===== src/rtl/frame_copy_scheduler.sv =====
// frame_copy_scheduler
//   Per-frame sequencer for the rectangle DMA copy into the GPU. On vsync it
//   asks the CPU to halt at an instruction boundary. Once the CPU acknowledges,
//   it hands the data-memory read port to the rect copy controller and pulses
//   copy_start. It then holds the port for COPY_CYCLES cycles and hands it
//   back to the CPU.
// Ports:
//   clk, reset (async, active low)
//   vsync        one-cycle frame-start pulse
//   cpu_halted   CPU halt acknowledge (level)
//   overrun_clr  clears the sticky overrun flag
//   cpu_halt_req halt request to the CPU
//   mem_sel      read-port mux select (0 = CPU, 1 = copy controller)
//   copy_start   one-cycle start pulse to the copy controller
//   copy_busy    sequencer not idle
//   copy_done    one-cycle pulse when a copy finishes
//   frame_count  completed copies (wraps)
//   skip_count   frames dropped on halt timeout (saturates)
//   overrun      sticky: vsync arrived while busy
module frame_copy_scheduler #(
  parameter int COPY_CYCLES  = 9984,
  parameter int HALT_TIMEOUT = 255,
  parameter int CNT_WIDTH    = 14
) (
  input  logic        clk,
  input  logic        reset,
  input  logic        vsync,
  input  logic        cpu_halted,
  input  logic        overrun_clr,
  output logic        cpu_halt_req,
  output logic        mem_sel,
  output logic        copy_start,
  output logic        copy_busy,
  output logic        copy_done,
  output logic [15:0] frame_count,
  output logic [7:0]  skip_count,
  output logic        overrun
);

  localparam logic [CNT_WIDTH-1:0] COPY_LAST = CNT_WIDTH'(COPY_CYCLES - 1);
  localparam logic [CNT_WIDTH-1:0] HALT_LAST = CNT_WIDTH'(HALT_TIMEOUT - 1);

  typedef enum logic [2:0] {IDLE, HALT_REQ, START, COPY, RELEASE} state_e;

  state_e                state_q, state_d;
  logic [CNT_WIDTH-1:0]  cnt_q, cnt_d;
  logic                  timeout;

  logic        halt_q, halt_d;
  logic        mem_q, mem_d;
  logic        start_q, start_d;
  logic        busy_q, busy_d;
  logic        done_q, done_d;
  logic [15:0] frame_q, frame_d;
  logic [7:0]  skip_q, skip_d;
  logic        ovr_q, ovr_d;

  // State and output registers. Outputs are decoded from the next state so
  // every output is a flop that lines up with the state it describes.
  always_ff @(posedge clk or negedge reset) begin
    if (!reset) begin
      state_q <= IDLE;
      cnt_q   <= '0;
      halt_q  <= 1'b0;
      mem_q   <= 1'b0;
      start_q <= 1'b0;
      busy_q  <= 1'b0;
      done_q  <= 1'b0;
      frame_q <= '0;
      skip_q  <= '0;
      ovr_q   <= 1'b0;
    end else begin
      state_q <= state_d;
      cnt_q   <= cnt_d;
      halt_q  <= halt_d;
      mem_q   <= mem_d;
      start_q <= start_d;
      busy_q  <= busy_d;
      done_q  <= done_d;
      frame_q <= frame_d;
      skip_q  <= skip_d;
      ovr_q   <= ovr_d;
    end
  end

  // Next-state logic
  always_comb begin
    state_d = state_q;
    cnt_d   = cnt_q;
    timeout = 1'b0;
    unique case (state_q)
      IDLE: begin
        if (vsync) begin
          state_d = HALT_REQ;
          cnt_d   = '0;
        end
      end
      HALT_REQ: begin
        // A halt ack in the timeout cycle still starts the copy.
        if (cpu_halted) begin
          state_d = START;
        end else if (cnt_q == HALT_LAST) begin
          state_d = IDLE;
          timeout = 1'b1;
        end else begin
          cnt_d = cnt_q + 1'b1;
        end
      end
      START: begin
        state_d = COPY;
        cnt_d   = '0;
      end
      COPY: begin
        // cpu_halted is deliberately not looked at here; once the copy has
        // started it runs to completion.
        if (cnt_q == COPY_LAST) state_d = RELEASE;
        else                    cnt_d   = cnt_q + 1'b1;
      end
      RELEASE: state_d = IDLE;
      default: state_d = IDLE;
    endcase
  end

  // Output logic. mem_sel only rises in START while halt_req is already high,
  // and drops together with halt_req, so the CPU never runs across a switch.
  always_comb begin
    halt_d  = (state_d == HALT_REQ) || (state_d == START) || (state_d == COPY);
    mem_d   = (state_d == START) || (state_d == COPY);
    start_d = (state_d == START);
    busy_d  = (state_d != IDLE);
    done_d  = (state_d == RELEASE);
    frame_d = (state_d == RELEASE) ? frame_q + 16'd1 : frame_q;
    skip_d  = (timeout && skip_q != 8'hFF) ? skip_q + 8'd1 : skip_q;
    // set beats clear
    if (vsync && state_q != IDLE) ovr_d = 1'b1;
    else if (overrun_clr)         ovr_d = 1'b0;
    else                          ovr_d = ovr_q;
  end

  assign cpu_halt_req = halt_q;
  assign mem_sel      = mem_q;
  assign copy_start   = start_q;
  assign copy_busy    = busy_q;
  assign copy_done    = done_q;
  assign frame_count  = frame_q;
  assign skip_count   = skip_q;
  assign overrun      = ovr_q;

endmodule

===== config.mk =====
export PLATFORM = sky130hd
export DESIGN_NAME = frame_copy_scheduler
export DESIGN_NICKNAME = d
export VERILOG_FILES = /design/src/rtl/frame_copy_scheduler.sv
export SDC_FILE = /design/constraint.sdc
export NUM_CORES = 1
export LEC_CHECK = 0
export CORE_AREA = 2 2 99 101
export DETAILED_ROUTE_END_ITERATION = 8
export DIE_AREA = 0 0 101 103
export SYNTH_ARGS = -nofsm -noshare
export SYNTH_HDL_FRONTEND = slang
export SYNTH_SLANG_ARGS = --single-unit

===== constraint.sdc =====
create_clock -name clk -period 3.1 [get_ports clk]
set_input_delay 0.775 -clock clk [delete_from_list [all_inputs] [get_ports clk]]
set_output_delay 0.775 -clock clk [all_outputs]
set_load 0.005 [all_outputs]

# Yosys cells after proc, flatten, opt, wreduce, memory -nomap -nowiden
# Cells that the tools add are included.
dict set report totals {
  reg_bits 47
  input_bits 5
  out_inout_bits 30
  word_cells 53
}
dict set report op_classes {
  n_addsub 3
  eq_ne 14
  n_mux 15
  n_reduce_logical 11
}
# op count
set op_table {}
lappend op_table {{$mux 14} 4}
lappend op_table {{$pmux 14 s4} 1}
lappend op_table {{$add 16x1->16 const B} 1}
lappend op_table {{$add 14x1->14 const B} 1}
lappend op_table {{$eq 14x14->1 const B} 1}
lappend op_table {{$eq 14x8->1 const B} 1}
lappend op_table {{$eq 3x2->1 const B} 4}
lappend op_table {{$mux 3} 4}
lappend op_table {{$pmux 3 s4} 1}
lappend op_table {{$add 8x1->8 const B} 1}
lappend op_table {{$ne 2x2->1 const B} 4}
lappend op_table {{$ne 8x8->1 const B} 1}
lappend op_table {{$eq 3x1->1 const B} 2}
lappend op_table {{$reduce_bool 3->1} 2}
lappend op_table {{$mux 1} 5}
lappend op_table {{$reduce_and 5->1} 1}
lappend op_table {{$reduce_bool 4->1} 1}
lappend op_table {{$eq 3x3->1 const B} 1}
lappend op_table {{$logic_not 3->1} 1}
lappend op_table {{$logic_or 1x1->1} 3}
lappend op_table {{$logic_and 1x1->1} 2}
lappend op_table {{$reduce_bool 2->1} 1}

# Longest topological paths before layout
# Gate-level depths: netlist of run 1.
dict set report depth {
  depth_word 7
  mapped_depth 9
  ltp_nobuf 8
}

# Worst setup path before layout of run 1
# No wires, ideal clock.
dict set report synth_timing {
  path_type {flip-flop to flip-flop}
  start {register cnt_q[8]}
  end {register skip_q[1], in the netlist skip_count[1]}
  setup_ps 128
  arrival_ps 2014
  required_ps 2972
  slack_ps 959
  path_stages_with_launch 6
  n_path_buf 1
  path_cell_list {dfrtp_1 > or4b_4 > nor4_2 > or3b_1 > buf_2 > mux2_1}
}
dict set report synth_between {
  elab_chain_cells 5
}
# element line_no
set synth_lines {}
lappend synth_lines {{from (decl)} 46} ;# logic [CNT_WIDTH-1:0] cnt_q, cnt_d;
lappend synth_lines {{from (signal assigned)} 74} ;# cnt_q <= cnt_d;
lappend synth_lines {{$eq 14x8->1} 102} ;# end else if (cnt_q == HALT_LAST) begin
lappend synth_lines {{$mux 1} 102}
lappend synth_lines {{$mux 1} 100} ;# if (cpu_halted) begin
lappend synth_lines {{$mux 1} 91} ;# unique case (state_q)
lappend synth_lines {{$logic_and 1x1->1} 133} ;# skip_d = (timeout && skip_q != 8'hFF) ? skip_q + 8'd1 : skip_q;
lappend synth_lines {{to (signal assigned)} 81} ;# skip_q <= skip_d;
lappend synth_lines {{to (decl)} 55} ;# logic [7:0] skip_q, skip_d;
# No other way between the ends.
# A chain may end at the register's enable or synchronous reset.

# Worst setup path after layout of run 1
dict set report layout_timing {
  start {register cnt_q[8]}
  end {register cnt_q[3]}
}
dict set report layout_between {
  elab_chain_cells 3
  elab_cells_between_ends 5
  classes_between {4 x eq/ne; 1 x reduce/logical}
}
# element line_no
set layout_lines {}
lappend layout_lines {{$eq 14x14->1 or $eq 14x8->1 (tied branches)} {116, 102}}
lappend layout_lines {{$ne 2x2->1 (no line)} --}
lappend layout_lines {{$reduce_and 5->1 (no line) *} --}
# Mark *: on every way between the ends. The rest lies on a longest branch, timed or not.

==> summary.md, run 1 <==
| Metric | Value |
|---|---|
| Leading area contributor after synthesis | `dfrtp_1` |
| Starting Density | `24.4%` |
| Reg clk slew, reported paths | `0.09 ns` |
| Peak VDD IR | `0.151 mV` |
| PortBufs | `34` |
| Status | `finished, final reports clean` |
| Top cell family by delay on the critical path | `compound AO/OA/AOI/OAI gates` |
| Post-place setup slack | `0.259 ns` |
| CTS Root Cell | `clkbuf_8` |
| R2R Path End | `cnt_q[3]` |
| Fmax | `0.401 GHz` |
| R2R Setup Slk | `around 0.60 ns` |
| R2R depth | `6` |
| Number of synthesized flops with an enable pin | `0` |
| Hold Crit Class | `input pin to async pin` |
| Leak Pwr | `between 1 and 1.5 nW` |
| Via count | `1741` |
| Flop pwr share | `51.8%` |
| Worst slew pin tran | `around 0.58 ns` |
| Mapped Area | `between 2000 and 2500 um^2` |
| Register area share after synthesis | `51.1%` |
| Syn Area/Cell | `roughly 10 um^2` |
| Worst-path cell chain | `or4b_4 > nor4_1 > o32a_1 > inv_1 > a21boi_0 > o21a_1` |
| Worst-Skew Late Latency | `~0.30 ns` |
| Yosys top cell area share | `around 51%` |
| Antenna Cells | `0` |
| Start point of the critical path | `cnt_q[8]` |
| H-Tree Level Count | `2` |
| #FFs+latches synth | `47` |
| FILL cells | `978` |
| Global-route wire length before repair | `8.09 mm` |
| Synth cell types | `42` |
| FF+latch area | `between 1000 and 1500 um^2` |
| DP HPWL | `3.46 mm` |
| Arrival time at the worst endpoint | `2.74 ns` |
| Final hold violations | `0` |
| CTS tree | `done` |
| Syn Nets | `230` |
| Placed cell count | `365` |
| Setup TNS Final | `0 ns` |
| Initial DRC Count | `around 140` |
| CP endpoint | `cnt_q[3]` |
| Multi-input gate area | `1040 um^2` |
| Clock Skews | `0.0144 ns` |
| Max-capacitance violation count | `0` |
| CTS resizes | `0` |
| Critical Path RT | `3.34 ns` |
| Bufs on Longest Clock Path | `2` |
| Critical path type | `register to register` |
| Ys flop type | `dfrtp_1` |
| Post-CTS setup buffers | `0` |
| Final worst slack | `0.603 ns` |
| Commonest non-fill, non-tap cells in the layout | `47 x dfrtp_1, 33 x clkdlybuf4s50_1, 21 x nand2_1, 17 x nand3_1` |
| Cells after synthesis | `221` |
| WP depth | `6` |
| GR Overflow Total | `0` |
| Total wire length | `about 4.8 mm` |
| DRC Markers | `0` |
| Period minus WS final | `2.50 ns` |
| Final setup vio count | `0` |
| Cts bufs inserted | `5` |
| Row count | `36` |
| Period utilisation layout | `about four fifths` |
| # clock sinks | `47` |
| Clock power frac | `37.8%` |
| Internal | `1.05 mW` |
| Slew Limit Fails | `0` |
| Nets@finish | `267` |
| Core ar. | `9460 um^2` |
| Initial antenna violation count | `0` |
| Max-slew headroom | `61.4%` |
| Buf/Inv on CP | `1` |
| Gate power share | `10.4%` |
| Die area | `about 10000 um^2` |
| Total GRT Usage | `around a tenth` |
| Pin count of the biggest net entering global routing | `31` |
| Sw frac | `26.0%` |
| Pwr Density | `490 nW/um^2` |
| Hold-fix buffers at CTS | `0` |
| Vias in the first global route | `1645` |
| Crit. End Element | `register` |
| RSZ-0062 raised after global routing | `false` |
| CP max stage delay | `about 0.6 ns` |
| Finished Layout Cells | `373` |
| Switch Pwr | `0.370 mW` |
| Crit path max fanout | `19` |
| Layout area overhead | `26.0%` |
| Worst path slowest cell | `or4b_4` |
| I/O pins | `35` |
| Worst setup SP type | `register` |
| FF-to-FF Start | `cnt_q[8]` |
| Most common cell after layout, fill and taps aside | `dfrtp_1` |
| Routed Antenna Nets | `0` |
| Share of cells above drive strength 1 | `8.11%` |
| GP Congestion | `approximately 0.83` |
| Synth area leaders | `dfrtp_1 51%, xor2_1 5.7%, nand3_1 3.7%, nor4_4 3.7%, nand2_1 3.4%` |
| Vias per inst | `4.67` |
| Yosys warns | `0` |
| Chip width | `101 um` |
| Die height | `103 um` |
| FFs w/ async S/R, synth | `100%` |
| Wire per inst | `12.8 um` |
| First-pass detailed-route iteration total | `4` |
==> metrics by stage <==
step	total power [mW]	util (%)	hold WS [ns]	area, um^2
5_1_grt	1.49	30.7	0.411	2900
3_5_place_dp	0.894	29.3	0.465	2770
6_report	1.42	30.7	0.383	2900
4_1_cts	1.43	30.7	0.395	2900
3_3_place_gp	0.892	29.3	0.458	2770
2_1_floorplan	0.834	-	0.465	2300
==> power groups by stage <==
| stage | Combinational, mW | Clock [mW] | Sequential [mW] |
|---|---|---|---|
| 5_1_grt | 0.167 | 0.576 | 0.746 |
| 3_3_place_gp | 0.147 | 0 | 0.745 |
| 3_5_place_dp | 0.148 | 0 | 0.746 |
| 4_1_cts | 0.149 | 0.549 | 0.735 |
| 2_1_floorplan | 0.117 | 0 | 0.717 |
| 6_report | 0.147 | 0.538 | 0.737 |
==> final cells by class <==
type,instances,share of cell area (%)
Sequential cell,47,40.5
Multi-Input combinational cell,153,36.0
Timing Repair Buffer,36,12.1
Tap cell,114,4.91
Clock buffer,6,2.50
Clock inverter,2,2.07
Inverter,15,1.94
==> cell families after synthesis <==
family	Yosys count	share of synthesized area [%]
fa+ha+maj	4	2.17
buf+inv	21	3.58
mux	1	0.489
compound gates	34	9.13
simple gates	92	25.2
flops	47	51.1
xor+xnor	22	8.37
==> routing by layer <==
metal	share of wire [%]	routed length, um	vias up	GRT usage [%]
li1	-	-	850	-
met2	46	2180	35	14.3
met3	4.8	228	2	3.05
met4	0.36	17	0	1.87
met5	0	0	-	0
met1	49	2350	854	13.8
==> synthesized netlist by cell type (all sizes together) (3+ instances only) <==
master  number
xnor2        7
o31ai        4
nand4        6
ha           4
and3         3
nand2       21
or4          3
xor2        15
a21oi        7
dfrtp       47
o21ai       12
nor2        10
nand3       17
nor4         7
buf          5
or3          5
inv         15
nor3        10
==> sequential cells by signal, indices dropped and copies added (netlist names) <==
signal	cells
cnt_q	14
copy_busy	1
copy_done	1
copy_start	1
cpu_halt_req	1
frame_count	16
mem_sel	1
overrun	1
skip_count	8
state_q	3
==> worst register-to-register path, delay by kind of cell, from the launching register on <==
kind	cells	cell delay, ns
flops	1	0.42
buf+inv	1	0.20
simple gates	2	0.88
compound gates	3	0.93
==> how the worst min path moves through the flow <==
| stage | from | end | slack, ns |
|---|---|---|---|
| 2_1_floorplan | frame_count[15] | frame_count[15] | 0.46 |
| 3_3_place_gp | frame_count[15] | frame_count[15] | 0.46 |
| 3_5_place_dp | frame_count[15] | frame_count[15] | 0.47 |
| 4_1_cts | reset | skip_count[4] | 0.40 |
| 5_1_grt | reset | skip_count[5] | 0.41 |
| 6_report | reset | skip_count[4] | 0.38 |
Power figures use the tool's default switching activity.
==> run 2: changes to the inputs <==
==> constraint.sdc (replaced) <==
create_clock -name clk -period 2.3 [get_ports clk]
set_input_delay 0.575 -clock clk [delete_from_list [all_inputs] [get_ports clk]]
set_output_delay 0.575 -clock clk [all_outputs]
set_load 0.005 [all_outputs]
==> run 2 against run 1 <==
Against the previous run: core utilization increased by 1.6 points; combinational power is 76% higher; clock skew shrank 0.0050 ns; register-to-register slack worse by 0.55 ns; highest routed layer unchanged; clock power rose by 17%; sequential power increased by 33%; final cell count up 4.6%; via count rose by 4.8%; total power grew 31%; sequential cell count stayed put; non-clock buffer count increased by 17; worst hold slack got worse by 0.18 ns.
==> summary.md, run 2 (same netlist as run 1, synthesis figures left out) <==
| Metric | Value |
|---|---|
| RSZ-0062 raised after global routing | `true` |
| I/O pins | `35` |
| Worst path slowest cell | `or4b_4` |
| Via count | `~1800` |
| Top cell family by delay on the critical path | `simple AND/OR/NAND/NOR gates` |
| GP Congestion | `0.790` |
| CP endpoint | `skip_count[7]` |
| Core ar. | `between 9000 and 10000 um^2` |
| Max-slew headroom | `71.8%` |
| Row count | `36` |
| Worst-Skew Late Latency | `roughly 0.30 ns` |
| Initial DRC Count | `roughly 180` |
| Total wire length | `just over 5 mm` |
| Routed Antenna Nets | `0` |
| Vias per inst | `about 4.7` |
| PortBufs | `34` |
| Die area | `10400 um^2` |
| Hold Crit Class | `input pin to async pin` |
| CTS Root Cell | `clkbuf_8` |
| Final worst slack | `0.0576 ns` |
| Period minus WS final | `2.24 ns` |
| Worst-path cell chain | `ha_4 > or4b_4 > nor4_4 > or3b_4 > buf_8 > nor4_4 > xor2_1` |
| Cts bufs inserted | `5` |
| Chip width | `around 100 um` |
| Vias in the first global route | `1719` |
| Most common cell after layout, fill and taps aside | `dfrtp_1` |
| Clock Skews | `0.00945 ns` |
| Max-capacitance violation count | `0` |
| Leak Pwr | `1.38 nW` |
| CTS tree | `done` |
| Reg clk slew, reported paths | `0.09 ns` |
| Fmax | `0.446 GHz` |
| GR peak layer | `met1` |
| CP dominant cell by count | `nor4_4` |
| GR Layer Usage met1 | `~15%` |
| Nets@finish | `284` |
| R2R Setup Slk | `roughly 0.058 ns` |
| Period utilisation layout | `between 90% and 100%` |
| M3 GR Usage | `2.71%` |
| First-pass detailed-route iteration total | `4` |
| Crit path max fanout | `7` |
| Total GRT Usage | `9.96%` |
| Critical Path RT | `2.53 ns` |
| Global-route wire length before repair | `between 8 and 9 mm` |
| Worst slew pin tran | `0.419 ns` |
| Worst setup SP type | `register` |
| FF-to-FF Start | `cnt_q[1]` |
| Slew Limit Fails | `0` |
| Share of cells above drive strength 1 | `15.9%` |
| Pwr Density | `612 nW/um^2` |
| Pin count of the biggest net entering global routing | `20` |
| Status | `finished, final reports clean` |
| Post-place setup slack | `-0.123 ns` |
| R2R Path End | `skip_count[7]` |
| Antenna Cells | `0` |
| Final hold violations | `0` |
| Buf/Inv on CP | `1` |
| Max reg flops | `16` |
| Die height | `between 100 and 150 um` |
| # clock sinks | `47` |
| Crit. End Element | `register` |
| Arrival time at the worst endpoint | `2.47 ns` |
| WP depth | `7` |
| R2R depth | `7` |
| Critical path type | `register to register` |
| Global Route met2 Usage | `14.7%` |
| Wire per inst | `around 13 um` |
| Initial antenna violation count | `0` |
| Start point of the critical path | `cnt_q[1]` |
| CP max stage delay | `0.47 ns` |
| Total power after layout | `1.87 mW` |
| H-Tree Level Count | `2` |
| Starting Density | `roughly 24%` |
| Layout area overhead | `32.5%` |
| DP HPWL | `approximately 3.7 mm` |
| Peak VDD IR | `0.230 mV` |
| Commonest non-fill, non-tap cells in the layout | `47 x dfrtp_1, 33 x clkdlybuf4s50_1, 21 x nand2_1, 18 x buf_4, 17 x nand3_1` |
| GR Overflow Total | `0` |
| DRC Markers | `0` |
| Bufs on Longest Clock Path | `2` |
| Hold-fix buffers at CTS | `0` |
| Final setup vio count | `0` |
[run 2: cell type report]
cell class              instances  area [um^2]
inverters                      15         56.3
well taps                     114          143
fillers                       981         6410
clock buffers                   6         82.6
repair buffers                 53          485
multi-input cells             153         1070
flip-flops and latches         47         1180
clock inverters                 2         35.0
[run 2: worst min path at each step]
stage / cells after the start / startpoint / end
2_1_floorplan: 0 / reset / cnt_q[0]
3_3_place_gp: 1 / frame_count[15] / frame_count[15]
5_1_grt: 1 / reset / frame_count[14]
3_5_place_dp: 1 / frame_count[15] / frame_count[15]
6_report: 1 / reset / frame_count[15]
4_1_cts: 1 / reset / frame_count[15]
[run 2: timing repair]
action                                 4_1_cts  5_1_grt
setup endpoints to repair                    0       13
buffers inserted                             0        1
gates resized for setup                      0        9
endpoints found under the hold margin        0        0
[run 2: power by group]
group | internal, mW | switching (mW) | leakage (nW) | total [mW]
Sequential | 0.894 | 0.0882 | 0.608 | 0.982
Clock | 0.352 | 0.277 | 0.0612 | 0.629
Combinational | 0.124 | 0.134 | 0.715 | 0.258
Total | 1.37 | 0.499 | 1.38 | 1.87
[run 2: routing by layer]
| metal | vias up | share of wire [%] |
|---|---|---|
| li1 | 886 | - |
| met1 | 883 | 50 |
| met2 | 50 | 45 |
| met3 | 5 | 4.8 |
| met4 | 0 | 0.75 |
| met5 | - | 0 |
[run 2: stage by stage]
stage	cells	TNS, ns	instance area, um^2	hold slack [ns]	util, %
global route	390	-0.192	3050	0.225	32.3
finish	390	0	3050	0.199	32.3
CTS	389	0	3010	0.201	31.8
detailed placement	381	-1.08	2890	0.470	30.6
floorplan	221	0	2300	0.279	-
global placement	381	-0.657	2890	0.461	30.6
